--- src/rtl/prog_clk_div.sv ---
// prog_clk_div: programmable clock divider. It produces a registered divided
// clock and a start-of-period tick. A new ratio is loaded through a pending
// register and takes effect only at a period boundary, so no period is ever
// truncated or stretched.
//
// Ports:
//   signal_i  - clock to be divided; all state updates on its rising edge
//   reset_i   - asynchronous, active-low reset
//   enable_i  - 1 = run, 0 = hold idle (counter cleared, outputs low)
//   div_i     - requested divide ratio N
//   load_i    - one-cycle strobe that captures div_i as the pending ratio
//   div_o     - divided clock: high for ceil(N/2) cycles, then low for the rest
//   tick_o    - one-cycle pulse in the first cycle of each output period
//   pending_o - a captured ratio is waiting for the next period boundary
//   ratio_o   - the active ratio N
module prog_clk_div #(
  parameter int unsigned WIDTH       = 8,
  parameter int unsigned DEFAULT_DIV = 8
) (
  input  logic             signal_i,
  input  logic             reset_i,
  input  logic             enable_i,
  input  logic [WIDTH-1:0] div_i,
  input  logic             load_i,
  output logic             div_o,
  output logic             tick_o,
  output logic             pending_o,
  output logic [WIDTH-1:0] ratio_o
);

  typedef enum logic {
    ST_IDLE,
    ST_RUN
  } state_t;

  localparam logic [WIDTH:0] ONE = (WIDTH+1)'(1);

  state_t           state;
  logic [WIDTH-1:0] cnt;
  logic [WIDTH-1:0] pend_val;

  logic             boundary;
  logic [WIDTH-1:0] n_next;
  logic [WIDTH:0]   h_cur;
  logic [WIDTH-1:0] cnt_inc;

  // H and N-1 are formed one bit wider than the ratio so that
  // N = 2^WIDTH-1 neither overflows H nor aliases the wrap compare.
  always_comb begin
    boundary = 1'b0;
    n_next   = ratio_o;
    h_cur    = '0;
    cnt_inc  = '0;

    h_cur   = ({1'b0, ratio_o} + ONE) >> 1;
    cnt_inc = cnt + WIDTH'(1);

    // A period starts on the first enabled edge, at every wrap, and on every
    // edge while stopped at N = 0 (so a pending ratio is picked up at once).
    boundary = (state == ST_IDLE) || (ratio_o == '0) ||
               ({1'b0, cnt} == ({1'b0, ratio_o} - ONE));

    // A load sampled on the boundary edge governs the period it starts.
    if (load_i) begin
      n_next = div_i;
    end else if (pending_o) begin
      n_next = pend_val;
    end else begin
      n_next = ratio_o;
    end
  end

  always_ff @(posedge signal_i or negedge reset_i) begin
    if (!reset_i) begin
      state     <= ST_IDLE;
      cnt       <= '0;
      div_o     <= 1'b0;
      tick_o    <= 1'b0;
      pending_o <= 1'b0;
      pend_val  <= '0;
      ratio_o   <= WIDTH'(DEFAULT_DIV);
    end else if (!enable_i) begin
      state  <= ST_IDLE;
      cnt    <= '0;
      div_o  <= 1'b0;
      tick_o <= 1'b0;
      if (load_i) begin
        pend_val  <= div_i;
        pending_o <= 1'b1;
      end
    end else begin
      state <= ST_RUN;
      if (load_i) begin
        pend_val <= div_i;
      end
      if (boundary) begin
        ratio_o   <= n_next;
        pending_o <= 1'b0;
        cnt       <= '0;
        div_o     <= (n_next != '0);
        tick_o    <= (n_next != '0);
      end else begin
        cnt    <= cnt_inc;
        div_o  <= ({1'b0, cnt_inc} < h_cur);
        tick_o <= 1'b0;
        if (load_i) begin
          pending_o <= 1'b1;
        end
      end
    end
  end

endmodule

--- config.mk ---
export PLATFORM = sky130hd
export DESIGN_NAME = prog_clk_div
export DESIGN_NICKNAME = d
export VERILOG_FILES = /design/src/rtl/prog_clk_div.sv
export SDC_FILE = /design/constraint.sdc
export NUM_CORES = 1
export LEC_CHECK = 0
export CAP_MARGIN = 20
export CELL_PAD_IN_SITES_DETAIL_PLACEMENT = 0
export CELL_PAD_IN_SITES_GLOBAL_PLACEMENT = 1
export CORE_MARGIN = 2
export CORE_UTILIZATION = 28
export DETAILED_ROUTE_END_ITERATION = 16
export PLACE_DENSITY = 0.58
export SETUP_SLACK_MARGIN = 0.05
export SLEW_MARGIN = 20
export SYNTH_ARGS = -nofsm -noshare
export SYNTH_HDL_FRONTEND = slang
export SYNTH_SLANG_ARGS = --single-unit
--- constraint.sdc ---
create_clock -name signal_i -period 3.35 [get_ports signal_i]
set_input_delay 0.8375 -clock signal_i [delete_from_list [all_inputs] [get_ports signal_i]]
set_output_delay 0.8375 -clock signal_i [all_outputs]
set_load 0.005 [all_outputs]
### Yosys cells after proc, flatten, opt, wreduce, memory -nomap -nowiden

Cells that the tools add are included.

* register bits after elaboration: 28
* word-level logic and storage cells: 30
* bits of input ports: 12

* muxes and demuxes: 12
* add/subtract/negate cells: 3
* bitwise operators: 1
* reductions and logical operators: 5
* $lt $le $gt $ge: 1
* equal/unequal tests: 1

Operators with widths (count)
* 8-bit two-way mux: 4
* 8-bit by 1-bit adder with 9-bit output, second input constant: 1
* 8-bit by 9-bit equality test with 1-bit output: 1
* 8-bit by 1-bit subtractor with 9-bit output, second input constant: 1
* 8-bit by 1-bit adder with 8-bit output, second input constant: 1
* 8-bit zero test: 1
* 8-bit less-than comparator: 1
* 1-bit two-way mux: 8
* 8-bit nonzero test: 1
* 1-bit logical OR: 2
* 2-bit AND reduction: 1
* 1-bit inverter: 1

### Logic depth before layout (Yosys ltp)

* depth in word-level cells: 5
* gate-level depth with buffers: 11

### Least setup slack after synthesis

Ideal clock, no wire load.

* path type: reg2reg
* start point: register ratio_o[0]
* end point: register ratio_o[2]
* buffers on the path: 2
* cell stages (with the launch flop): 11
* data required time: 3225 ps
* slack: 621 ps
* arrival: 2603 ps
* cells stage by stage: dfrtp_1 clkbuf_2 inv_1 ha_1 or3b_1 or4_1 a211oi_1 o211a_1 o21ai_2 buf_6 mux2_4

* word-level cells in the longest chain between the ends: 4

RTL lines
* from (decl): RTL line 28 `output logic [WIDTH-1:0] ratio_o`
* from (signal assigned): RTL line 81 `ratio_o <= WIDTH'(DEFAULT_DIV);`
* from (signal assigned): RTL line 97 `ratio_o <= n_next;`
* 8-bit by 1-bit subtractor with 9-bit output or 8-bit zero test (tied branches): RTL line 61, 60
* 8-bit by 9-bit equality test with 1-bit output or 1-bit logical OR (tied branches): RTL line 61, 60
* 1-bit logical OR (*): RTL line 60 `boundary = (state == ST_IDLE) || (ratio_o == '0) ||`
* 2-bit AND reduction (no source line) (*)

Mark *: on every way between the ends. The rest lies on a longest branch, timed or not.
A chain may end at the register's enable or synchronous reset.

### Worst setup path after layout

* start point: register ratio_o[0]
* end point: register ratio_o[5]

The elaborated chain is that of the path after synthesis.

==> results <==
- The flow ran to the end, and the final reports show no timing, DRC or antenna violations.
- The CTS tree is done.
- Synthesis instantiated 47 different standard cells from the library.
- Fill cells in the final layout number 660.
- The cell count after synthesis is 201.
- Setup repair after global routing left no endpoint under its margin.
- The slowest cell on the critical path is sky130_fd_sc_hd__dfrtp_1.
- The placeable core region is 6420 µm².
- For this run, design rule violations remaining after detail routing come to 0.
- 0 antenna diodes ended up in the layout.
- The number of cell instances on the worst register-to-register path is 8.
- The most utilized layer in the global route result is met2.
- The final wirelength is 4.32 mm.
- The violation count after the first detailed-routing iteration is 70.
- The die area is 7410 µm².
- The min-delay analysis places its worst path in the category reg2reg.
- The source-to-sink clock delay at the later pin of the worst-skew pair is 280 ps.
- The worst setup path is captured at a flop.
- The final critical-path share of the clock period is 85.9%.
- The number of global-route vias before repair is 1435.
- In this run the cell area of the synthesized design comes to 1890 µm².
- The number of synthesized register bits is 28.
- The cell total after placement is 289.
- The most common cell after layout, fill and taps aside is sky130_fd_sc_hd__dfrtp_1.
- Before CTS, the worst setup slack after placement is 484 ps.
- Once routing completed, OpenROAD measured the worst setup slack at 473 ps.
- The share of cells above drive strength 1 is 8.80%.
- In this run, synthesis inferred 0 flip-flops with an integrated enable.
- The number of failing hold endpoints at the final stage came to 0.
- The aggregate negative setup slack is 0 ps.
- In the final routed layout, each cell accounts on average for 14.7 µm.
- The finished layout holds 293 standard cells, fillers aside.
- The met2 track demand over resource in global routing is 20.2%.
- Measured against its own limit, the worst slew margin works out to 60.4%.
- During I/O placement, the number of pins put on the boundary was 23.
- Of all flip-flops after synthesis, the portion carrying an async set or reset was 100%.
- In this run the vertical extent of the chip is 86.1 µm.
- Input and output buffers added on the ports amount to 22.
- The global-route track usage on met1 is 17.6%.
- The leakage power of the design is 0.963 nW.
- The signal on the critical path passes through inv_1 -> ha_1 -> or3b_1 -> or4_1 -> a211oi_1 -> o211a_1 -> o21ai_2 -> mux2_4.
- The sequential cell area fraction in the yosys report is 37.2%.
- The fraction of met3 tracks used by global routing is 2.60%.
- The routed design could run at a clock period as short as 2880 ps.
- The number of buffers inserted for hold repair after clock tree synthesis is 0.
- The pin count of the biggest net entering global routing is 29.
- The maximum clock frequency is 0.348 GHz.
- The data arrival at the endpoint of the critical path is 3050 ps.
- Once detailed placement completed, the half-perimeter wirelength came to 3.23 mm.
- Compared with the post-synthesis result, the final layout area differs by 18.0%.
- Tracing the worst setup path back leads to its startpoint at ratio_o[0].
- After clock tree synthesis, the clock-pin slew on the worst setup and hold paths is 100 ps.
- The effective utilization at floorplan is 29.4%.
- The critical path ends at ratio_o[5].
- The first global-routing pass estimated 7.38 mm of wire.
- The power per unit of standard cell area is 490 nW/µm².
- The final estimated routing congestion in global placement is 0.720.
- The number of buffers on the longest clock path is 2.
- The clock skew after layout is 4.77 ps.
- The net count of the finished layout is 239.
- For this block, the via count after detailed routing is 1418.
- The largest voltage drop on the vdd net is 0.223 mV.
- The number of sinks driven by the clock tree is 28.
- The die width is 86.1 µm.
- Summed over all layers, the global routing overflow is 0.
- The initial antenna violation count is 0.
- In this run the critical register-to-register path is launched from ratio_o[0].
- The tightest hold margin is 522 ps.
- On the worst path, the slowest cell contributes a delay of 500 ps.
- The largest fanout of any net on the critical path is 11.
- The max-cap violation count is 0.
- In this run the number of H-tree levels came out at 1.
- The number of standard-cell rows in the floorplan is 29.
- The total count of max-transition violations in the final report is 0.
- TritonCTS created 3 clock buffers.
- Using the TritonRoute via totals, the vias-per-cell ratio works out to 4.84.
- In the layout the commonest cells are sky130_fd_sc_hd__dfrtp_1, sky130_fd_sc_hd__clkdlybuf4s50_1, sky130_fd_sc_hd__nand2_1, sky130_fd_sc_hd__o21ai_0.
- The detail route stage leaves a number of antenna-violating nets equal to 0.
- The kind of critical path is reg2reg.
- The post-CTS setup buffer count is 0.
- The length of the first detailed-routing pass in iterations is 4.
- The slew at the pin closest to its max-slew limit is 594 ps.
- Post-CTS repair changed the size of 0 cells.
- Setup violations remaining at the end of the flow were counted as 0.
- The register-to-register setup slack is 470 ps.
- Each instance of the synthesized netlist takes up on average 9.38 µm².
- The endpoint identified for the worst register-to-register timing path is ratio_o[5].
- The yosys synthesis warning count is 0.
- The total routing usage reported by global routing is 12.4%.
- The leading register cell type out of synthesis is sky130_fd_sc_hd__dfrtp_1.
- The post-synthesis net count is 223.
- The clock tree root driver cell is sky130_fd_sc_hd__clkbuf_8.
- The startpoint type of the worst setup path is a flop.
- The critical path required time is 3520 ps.
-- cells by family (layout without fill, tap and decap cells) --
| family | after synthesis | count (layout) | synth area share [%] |
|---|---|---|---|
| simple gates | 61 | 61 | 16.4 |
| compound gates | 43 | 43 | 15.5 |
| flops | 28 | 28 | 37.2 |
| buf+inv | 24 | 39 | 5.71 |
| xor+xnor | 21 | 21 | 9.75 |
| mux | 14 | 14 | 8.76 |
| fa+ha+maj | 10 | 10 | 6.64 |
-- synth_stat cells (2+ instances only) --
cell	count	share of area, %
sky130_fd_sc_hd__o211ai_1	2	0.80
sky130_fd_sc_hd__xor2_1	11	5.1
sky130_fd_sc_hd__nor4_1	2	0.66
sky130_fd_sc_hd__nor3_1	5	1.3
sky130_fd_sc_hd__mux2_2	4	2.4
sky130_fd_sc_hd__mux2i_1	6	3.2
sky130_fd_sc_hd__o21a_1	4	1.6
sky130_fd_sc_hd__xnor2_1	10	4.6
sky130_fd_sc_hd__nand2b_1	4	1.3
sky130_fd_sc_hd__nand2_1	17	3.4
sky130_fd_sc_hd__dfrtp_1	27	36
sky130_fd_sc_hd__ha_1	10	6.6
sky130_fd_sc_hd__nor2b_1	7	2.3
sky130_fd_sc_hd__inv_1	10	2.0
sky130_fd_sc_hd__o22ai_1	2	0.66
sky130_fd_sc_hd__a21oi_1	6	1.6
sky130_fd_sc_hd__clkbuf_1	10	2.0
sky130_fd_sc_hd__o21ai_0	14	3.7
sky130_fd_sc_hd__mux2_4	4	3.2
sky130_fd_sc_hd__nand3_1	7	1.9
sky130_fd_sc_hd__nor2_1	11	2.2
sky130_fd_sc_hd__buf_6	2	1.2
sky130_fd_sc_hd__o22a_1	2	0.93
-- how the worst min path moves through the flow --
stage / end / cells past startpoint / startpoint
3_3_place_gp: pend_val[7] / 1 / pend_val[7]
6_report: pend_val[7] / 1 / pend_val[7]
4_1_cts: pend_val[7] / 1 / pend_val[7]
5_1_grt: pend_val[7] / 1 / pend_val[7]
3_5_place_dp: pend_val[7] / 1 / pend_val[7]
2_1_floorplan: pend_val[7] / 1 / pend_val[7]
-- state kept, by name, indices dropped and copies added (netlist names) --
register   flops
cnt            8
pend_val       8
ratio_o        8
div_o          1
pending_o      1
state          1
tick_o         1
-- routing by layer --
layer / up-vias / part of all wire, %
met5: - / 0
met3: 2 / 3.5
met2: 24 / 47
li1: 727 / -
met4: 0 / 0.44
met1: 665 / 49
-- power breakdown --
part           leakage (nW)  internal [mW]  switching (mW)
Sequential            0.348          0.378          0.0891
Clock                0.0357          0.160           0.115
Combinational         0.579          0.196           0.152
Total                 0.963          0.734           0.356
-- final cells by class --
| cell class | count | area [µm²] | share of cell area, % |
|---|---|---|---|
| clock buffer | 3 | 41.3 | 1.85 |
| inverter | 10 | 37.5 | 1.69 |
| clock inverter | 1 | 30.0 | 1.35 |
| sequential | 28 | 702 | 31.5 |
| multi-input combinational | 149 | 1080 | 48.3 |
| tap | 77 | 96.3 | 4.33 |
| timing repair buffer | 25 | 243 | 10.9 |
-- stage by stage --
stage | total power, mW | utilization, % | area [µm²]
floorplan | 0.693 | - | 1890
global placement | 0.831 | 33.5 | 2150
detailed placement | 0.826 | 33.5 | 2150
CTS | 1.11 | 34.7 | 2230
global route | 1.17 | 34.7 | 2230
finish | 1.09 | 34.7 | 2230
-- worst max-delay path, delay by kind of cell (launching register included) --
kind	cells	cell delay [ps]
buffers and inverters	1	120
AOI/OAI and AO/OA	3	750
DFF	1	500
and+or+nand+nor	2	830
muxes	1	340
adders and majority gates	1	230
No activity file was read; power rests on OpenSTA's default activity.
